`config.mk`:
```
export PLATFORM = sky130hd
export DESIGN_NAME = ysyx_24100005_ifu
export DESIGN_NICKNAME = d
export VERILOG_FILES = /design/src/rtl/ysyx_24100005_ifu.sv
export SDC_FILE = /design/constraint.sdc
export NUM_CORES = 1
export LEC_CHECK = 0
export CORE_UTILIZATION = 41
export CTS_CLUSTER_DIAMETER = 80
export CTS_CLUSTER_SIZE = 12
export DETAILED_ROUTE_END_ITERATION = 10
export PLACE_DENSITY = 0.86
export RECOVER_POWER = 50
export SLEW_MARGIN = 30
export SYNTH_ARGS = -nofsm -noshare
export SYNTH_HDL_FRONTEND = slang
export SYNTH_SLANG_ARGS = --single-unit
```
`constraint.sdc`:
```
create_clock -name clk -period 2.75 [get_ports clk]
set_clock_uncertainty 0.2 [all_clocks]
set_input_delay 0.275 -clock clk [delete_from_list [all_inputs] [get_ports clk]]
set_output_delay 0.275 -clock clk [all_outputs]
set_load 0.01 [all_outputs]
```
`src/rtl/ysyx_24100005_ifu.sv`:
```
`default_nettype none
// ============================================================================
//  Module      : ysyx_24100005_ifu
//  Description : Instruction fetch unit for the single-cycle RV32 core. Owns
//                the architectural PC and issues one instruction-memory read
//                per instruction over valid/ready request/response channels.
//                The fetched word and its PC are presented to execute, then
//                the unit waits for execute to commit the next PC (dnpc)
//                before fetching again.
//  Revision    : 1.0 - initial release
// ----------------------------------------------------------------------------
//  Ports
//    clk, rst                    clock; asynchronous active-low reset
//    imem_req_valid/ready/addr   fetch request channel (addr is always pc)
//    imem_rsp_valid/ready        fetch response channel handshake
//    imem_rsp_data/err           instruction word and access-fault flag
//    inst_valid/ready            instruction hand-off to execute
//    inst, pc, inst_fault        delivered instruction, its PC, fault flag
//    commit_valid, commit_dnpc   next PC committed by execute
//    fetch_cnt                   instructions delivered to execute (wraps)
// ============================================================================
module ysyx_24100005_ifu #(
  parameter logic [31:0] RESET_PC = 32'h8000_0000
) (
  input  logic        clk,
  input  logic        rst,
  output logic        imem_req_valid,
  input  logic        imem_req_ready,
  output logic [31:0] imem_req_addr,
  input  logic        imem_rsp_valid,
  output logic        imem_rsp_ready,
  input  logic [31:0] imem_rsp_data,
  input  logic        imem_rsp_err,
  output logic        inst_valid,
  input  logic        inst_ready,
  output logic [31:0] inst,
  output logic [31:0] pc,
  output logic        inst_fault,
  input  logic        commit_valid,
  input  logic [31:0] commit_dnpc,
  output logic [31:0] fetch_cnt
);

  localparam logic [31:0] C_NOP = 32'h0000_0013;

  typedef enum logic [1:0] {
    S_REQ  = 2'd0,
    S_WAIT = 2'd1,
    S_HOLD = 2'd2,
    S_EXEC = 2'd3
  } state_t;

  state_t      r_state;
  state_t      w_state_nxt;
  logic [31:0] r_pc;
  logic [31:0] r_inst;
  logic        r_inst_fault;
  logic [31:0] r_fetch_cnt;
  logic        w_misaligned;

  // A dnpc that is not word aligned can never be fetched; it is turned into
  // a faulting nop without touching memory.
  assign w_misaligned = (commit_dnpc[1:0] != 2'b00);

  // --------------------------------------------------------------------------
  // State register
  // --------------------------------------------------------------------------
  always_ff @(posedge clk or negedge rst) begin
    if (!rst) begin
      r_state <= S_REQ;
    end else begin
      r_state <= w_state_nxt;
    end
  end

  // --------------------------------------------------------------------------
  // Next-state and handshake outputs (Moore: depend on state only)
  // --------------------------------------------------------------------------
  always_comb begin
    w_state_nxt    = r_state;
    imem_req_valid = 1'b0;
    imem_rsp_ready = 1'b0;
    inst_valid     = 1'b0;
    case (r_state)
      S_REQ: begin
        imem_req_valid = 1'b1;
        if (imem_req_ready) w_state_nxt = S_WAIT;
      end
      S_WAIT: begin
        imem_rsp_ready = 1'b1;
        if (imem_rsp_valid) w_state_nxt = S_HOLD;
      end
      S_HOLD: begin
        inst_valid = 1'b1;
        if (inst_ready) w_state_nxt = S_EXEC;
      end
      S_EXEC: begin
        if (commit_valid) w_state_nxt = w_misaligned ? S_HOLD : S_REQ;
      end
      default: w_state_nxt = S_REQ;
    endcase
  end

  // --------------------------------------------------------------------------
  // Datapath registers
  // --------------------------------------------------------------------------
  always_ff @(posedge clk or negedge rst) begin
    if (!rst) begin
      r_pc         <= RESET_PC;
      r_inst       <= 32'h0;
      r_inst_fault <= 1'b0;
      r_fetch_cnt  <= 32'h0;
    end else begin
      case (r_state)
        S_WAIT: begin
          if (imem_rsp_valid) begin
            r_inst       <= imem_rsp_data;
            r_inst_fault <= imem_rsp_err;
          end
        end
        S_HOLD: begin
          if (inst_ready) r_fetch_cnt <= r_fetch_cnt + 32'd1;
        end
        S_EXEC: begin
          if (commit_valid) begin
            r_pc <= commit_dnpc;
            if (w_misaligned) begin
              r_inst       <= C_NOP;
              r_inst_fault <= 1'b1;
            end else begin
              r_inst_fault <= 1'b0;
            end
          end
        end
        default: ;
      endcase
    end
  end

  assign imem_req_addr = r_pc;
  assign pc            = r_pc;
  assign inst          = r_inst;
  assign inst_fault    = r_inst_fault;
  assign fetch_cnt     = r_fetch_cnt;

endmodule
`default_nettype wire

```
==> results.py <==
metrics = {
    "synthesis": {
        "syn_area_um2": 4350,
        "yosys.area.top_type": "dfrtp_1",
        "synth_fp_nets": 469,
        "synthCells": 397,
        "synth_area_leaders": "dfrtp_1 56%, mux2_2 8.5%, nand2_1 6.8%",
        "synth_seq_cells": 99,
        "synth_top_area_share_pct": 56.4,
        "ys_types": 32,
        "yosysSeqAreaShare_pct": 57.0,
        "synth.avg_cell_area_um2": 11.0,
        "yosys_warnings": 0,
    },
    "detailed_routing": {
        "first_iter_violations": 114,
        "met2WireLength_um": 5340,
        "wirelength_um": 10300,
        "wl_met1_um": 4040,
        "wl_met3_um": 726,
        "via_count": 3381,
        "dr.pass1.iters": 4,
        "wire_per_inst_um": 14.6,
        "avgViaCountPerCell": 4.78,
        "ant_nets": 0,
        "drc": 0,
        "highest_layer": "met4",
    },
    "timing": {
        "tightest_slew_ns": 1.27,
        "relSlewSlack_pct": 15.2,
        "min_period_ns": 2.26,
        "clock.fmax_mhz": 442,
        "worst_slack_ns": 0.485,
        "finalHoldViolCount": 0,
        "maxSlewViolCount": 0,
        "rsz0062_at_grt": "false",
        "setup-tns-final_ns": 0,
        "finalSetupViolCount": 0,
        "fin_crit_sh_pct": 82.3,
    },
    "cells_and_area": {
        "area_delta_synth_final_pct": 49.3,
        "final_design_area_no_fill_um2": 6500,
        "n_antenna_cell": 0,
        "fin_nets": 638,
        "drive_above_1_share_pct": 11.0,
    },
    "job": {
        "cap_violations": 0,
    },
    "hold_path": {
        "hold_path.class": "in2reg",
        "worstHoldStart": "imem_rsp_data[19]",
        "hold_path_depth": 3,
        "hold_end": "inst[19]$_DFFE_PN0P_",
    },
    "power": {
        "combPwrFrac_pct": 46.2,
        "p_clk_share_pct": 16.3,
        "p_sw_mw": 2.15,
        "peakVddDrop_v": 0.000507,
        "power_frac_seq_pct": 37.6,
        "p_int_mw": 4.25,
        "power_mw": 6.40,
        "p_leak_nw": 2.90,
        "power_density_nw_per_um2": 985,
        "p_sw_share_pct": 33.6,
    },
    "clock_network": {
        "numCtsBuffers": 9,
        "cts_tree": "built",
        "clk_latency_ns": 0.36,
        "h-tree-depth": 3,
        "cts_num_sinks": 99,
        "root_buffer": "clkbuf_8",
        "ctsLongestPathBuffers": 2,
        "cts.reportedPaths.clkPinSlew_ns": 0.10,
    },
    "die": {
        "start_util_pct": 42.1,
        "ios": 203,
        "die_w_um": 105,
        "die-area_um2": 11000,
        "die_h_um": 105,
        "core_um2": 10300,
        "row_count": 37,
    },
    "placement": {
        "place.gp.congestion": 0.793,
        "io_buffers": 202,
        "placed_area_um2": 6270,
        "dp_hpwl_um": 7860,
        "post-place-ws_ns": 0.589,
    },
    "setup_path": {
        "critical_path_required_ns": 2.28,
        "regToRegSetupSlack_ns": 0.57,
        "end_kind": "output pin",
        "crit_type": "reg2out",
        "crit_path_start_kind": "flip-flop",
        "r2r_start": "fetch_cnt[7]$_DFFE_PN0P_",
        "rr_worst_depth": 4,
        "r2r-end": "fetch_cnt[21]$_DFFE_PN0P_",
        "path_max_fanout": 11,
        "critPathArrivalTime_ns": 1.79,
    },
    "global_route": {
        "antenna_found_initial": 0,
        "track_usage_pct": 20.3,
        "grt_pass1_vias": 3510,
        "grt_first_pass_wirelength_um": 17500,
        "grt_max_degree": 65,
        "grt_remaining_overflow": 0,
    },
    "status": {
        "status": "completed",
    },
}
## power by group through the flow
stage | clock, mW | combinational [mW] | sequential [mW]
3_5_place_dp | 0 | 3.15 | 2.46
2_1_floorplan | 0 | 1.37 | 2.60
3_3_place_gp | 0 | 3.09 | 2.42
6_report | 1.04 | 2.96 | 2.40
4_1_cts | 1.07 | 3.16 | 2.43
5_1_grt | 1.13 | 3.21 | 2.49
## synthesized netlist by cell type
library cell,number
or4_4,1
nor3b_1,1
and3_1,2
clkbuf_1,13
buf_6,2
buf_1,3
nor2_1,9
o21ai_0,35
xor2_1,18
and4b_1,1
nand4_1,5
o211a_1,1
nor4_1,8
buf_4,32
o21ai_1,1
nor3_1,8
inv_1,9
nand3_1,8
a21oi_1,1
a31oi_1,1
mux2_2,33
and4_1,1
nand2_1,79
xnor2_1,13
ha_1,1
and2_1,4
nor4_2,3
nand4_2,1
dfstp_2,1
mux4_2,1
dfrtp_1,98
nor2b_1,3
## per-layer routing
metal  vias to the layer above  GRT usage (%)
li1                       1629              -
met1                      1598           23.0
met4                         0           9.66
met3                        17           5.43
met2                       137           35.6
met5                         -              0
## sequential cells by signal, indices dropped and copies added, names as in the netlist
| name | cells |
|---|---|
| r_state | 2 |
| fetch_cnt | 32 |
| imem_req_addr | 32 |
| inst_fault | 1 |
| inst | 32 |
## layout make-up
class                   count  area, um^2
multi-input cells         239        1530
fillers                   836        3830
flip-flops and latches     99        2480
clock inverters             5        75.1
clock buffers              11         151
inverters                   9        33.8
well taps                 136         170
repair buffers            208        2060
## logic make-up after synthesis
| kind of cell | after synthesis | share of synthesized area [%] |
|---|---|---|
| simple gates | 134 | 14.6 |
| buf+inv | 59 | 8.20 |
| compound gates | 39 | 4.63 |
| flops | 99 | 57.0 |
| mux | 34 | 9.06 |
| fa+ha+maj | 1 | 0.288 |
| xor+xnor | 31 | 6.24 |
## worst max-delay path by stage
| stage | depth (start not counted) | startpoint | slack [ns] | endpoint |
|---|---|---|---|---|
| after floorplan | 6 | fetch_cnt[7]$_DFFE_PN0P_ | 0.64 | fetch_cnt[29]$_DFFE_PN0P_ |
| after global placement | 5 | inst_ready | 0.65 | fetch_cnt[10]$_DFFE_PN0P_ |
| after detailed placement | 4 | fetch_cnt[7]$_DFFE_PN0P_ | 0.59 | fetch_cnt[21]$_DFFE_PN0P_ |
| after CTS | 2 | r_state[1]$_DFFE_PN0P_ | 0.46 | inst_valid |
| after global routing | 3 | rst | 0.29 | imem_req_addr[0]$_DFFE_PN0P_ |
| final | 2 | r_state[1]$_DFFE_PN0P_ | 0.49 | inst_valid |
## layout by cell type, fill, tap and decap left out, drive strengths merged
cell             n
a21oi            1
a31oi            1
and2             4
and3             2
and4             1
and4b            1
buf              3
bufinv           2
clkbuf          14
clkdlybuf4s50  144
clkinv           3
dfrtp           98
dfstp            1
dlygate4sd3     58
ha               1
inv              9
mux2            33
mux4             1
nand2           79
nand3            8
nand4            6
nor2             9
nor2b            3
nor3             8
nor3b            1
nor4            11
o211a            1
o21ai           36
or4              1
xnor2           13
xor2            18
## what timing repair did
item                      CTS  global route
hold endpoints to repair   49             0
buffers inserted            0             0
hold buffers                1             0
gates resized for setup     0             0
## worst max-delay path, stage by stage (launching register included)
cell and delay [ns]:
dfrtp_1 0.56, nor2b_1 0.28, clkdlybuf4s50_1 0.60
## per-stage QoR
stage | utilization [%] | std cells | hold WS [ns]
final | 62.9 | 707 | 0.250
after global routing | 62.9 | 707 | 0.255
after CTS | 63.0 | 707 | 0.230
after detailed placement | 60.7 | 690 | 0.147
after global placement | 60.7 | 690 | 0.134
after floorplan | - | 397 | -0.221
Power figures use the tool's default switching activity.
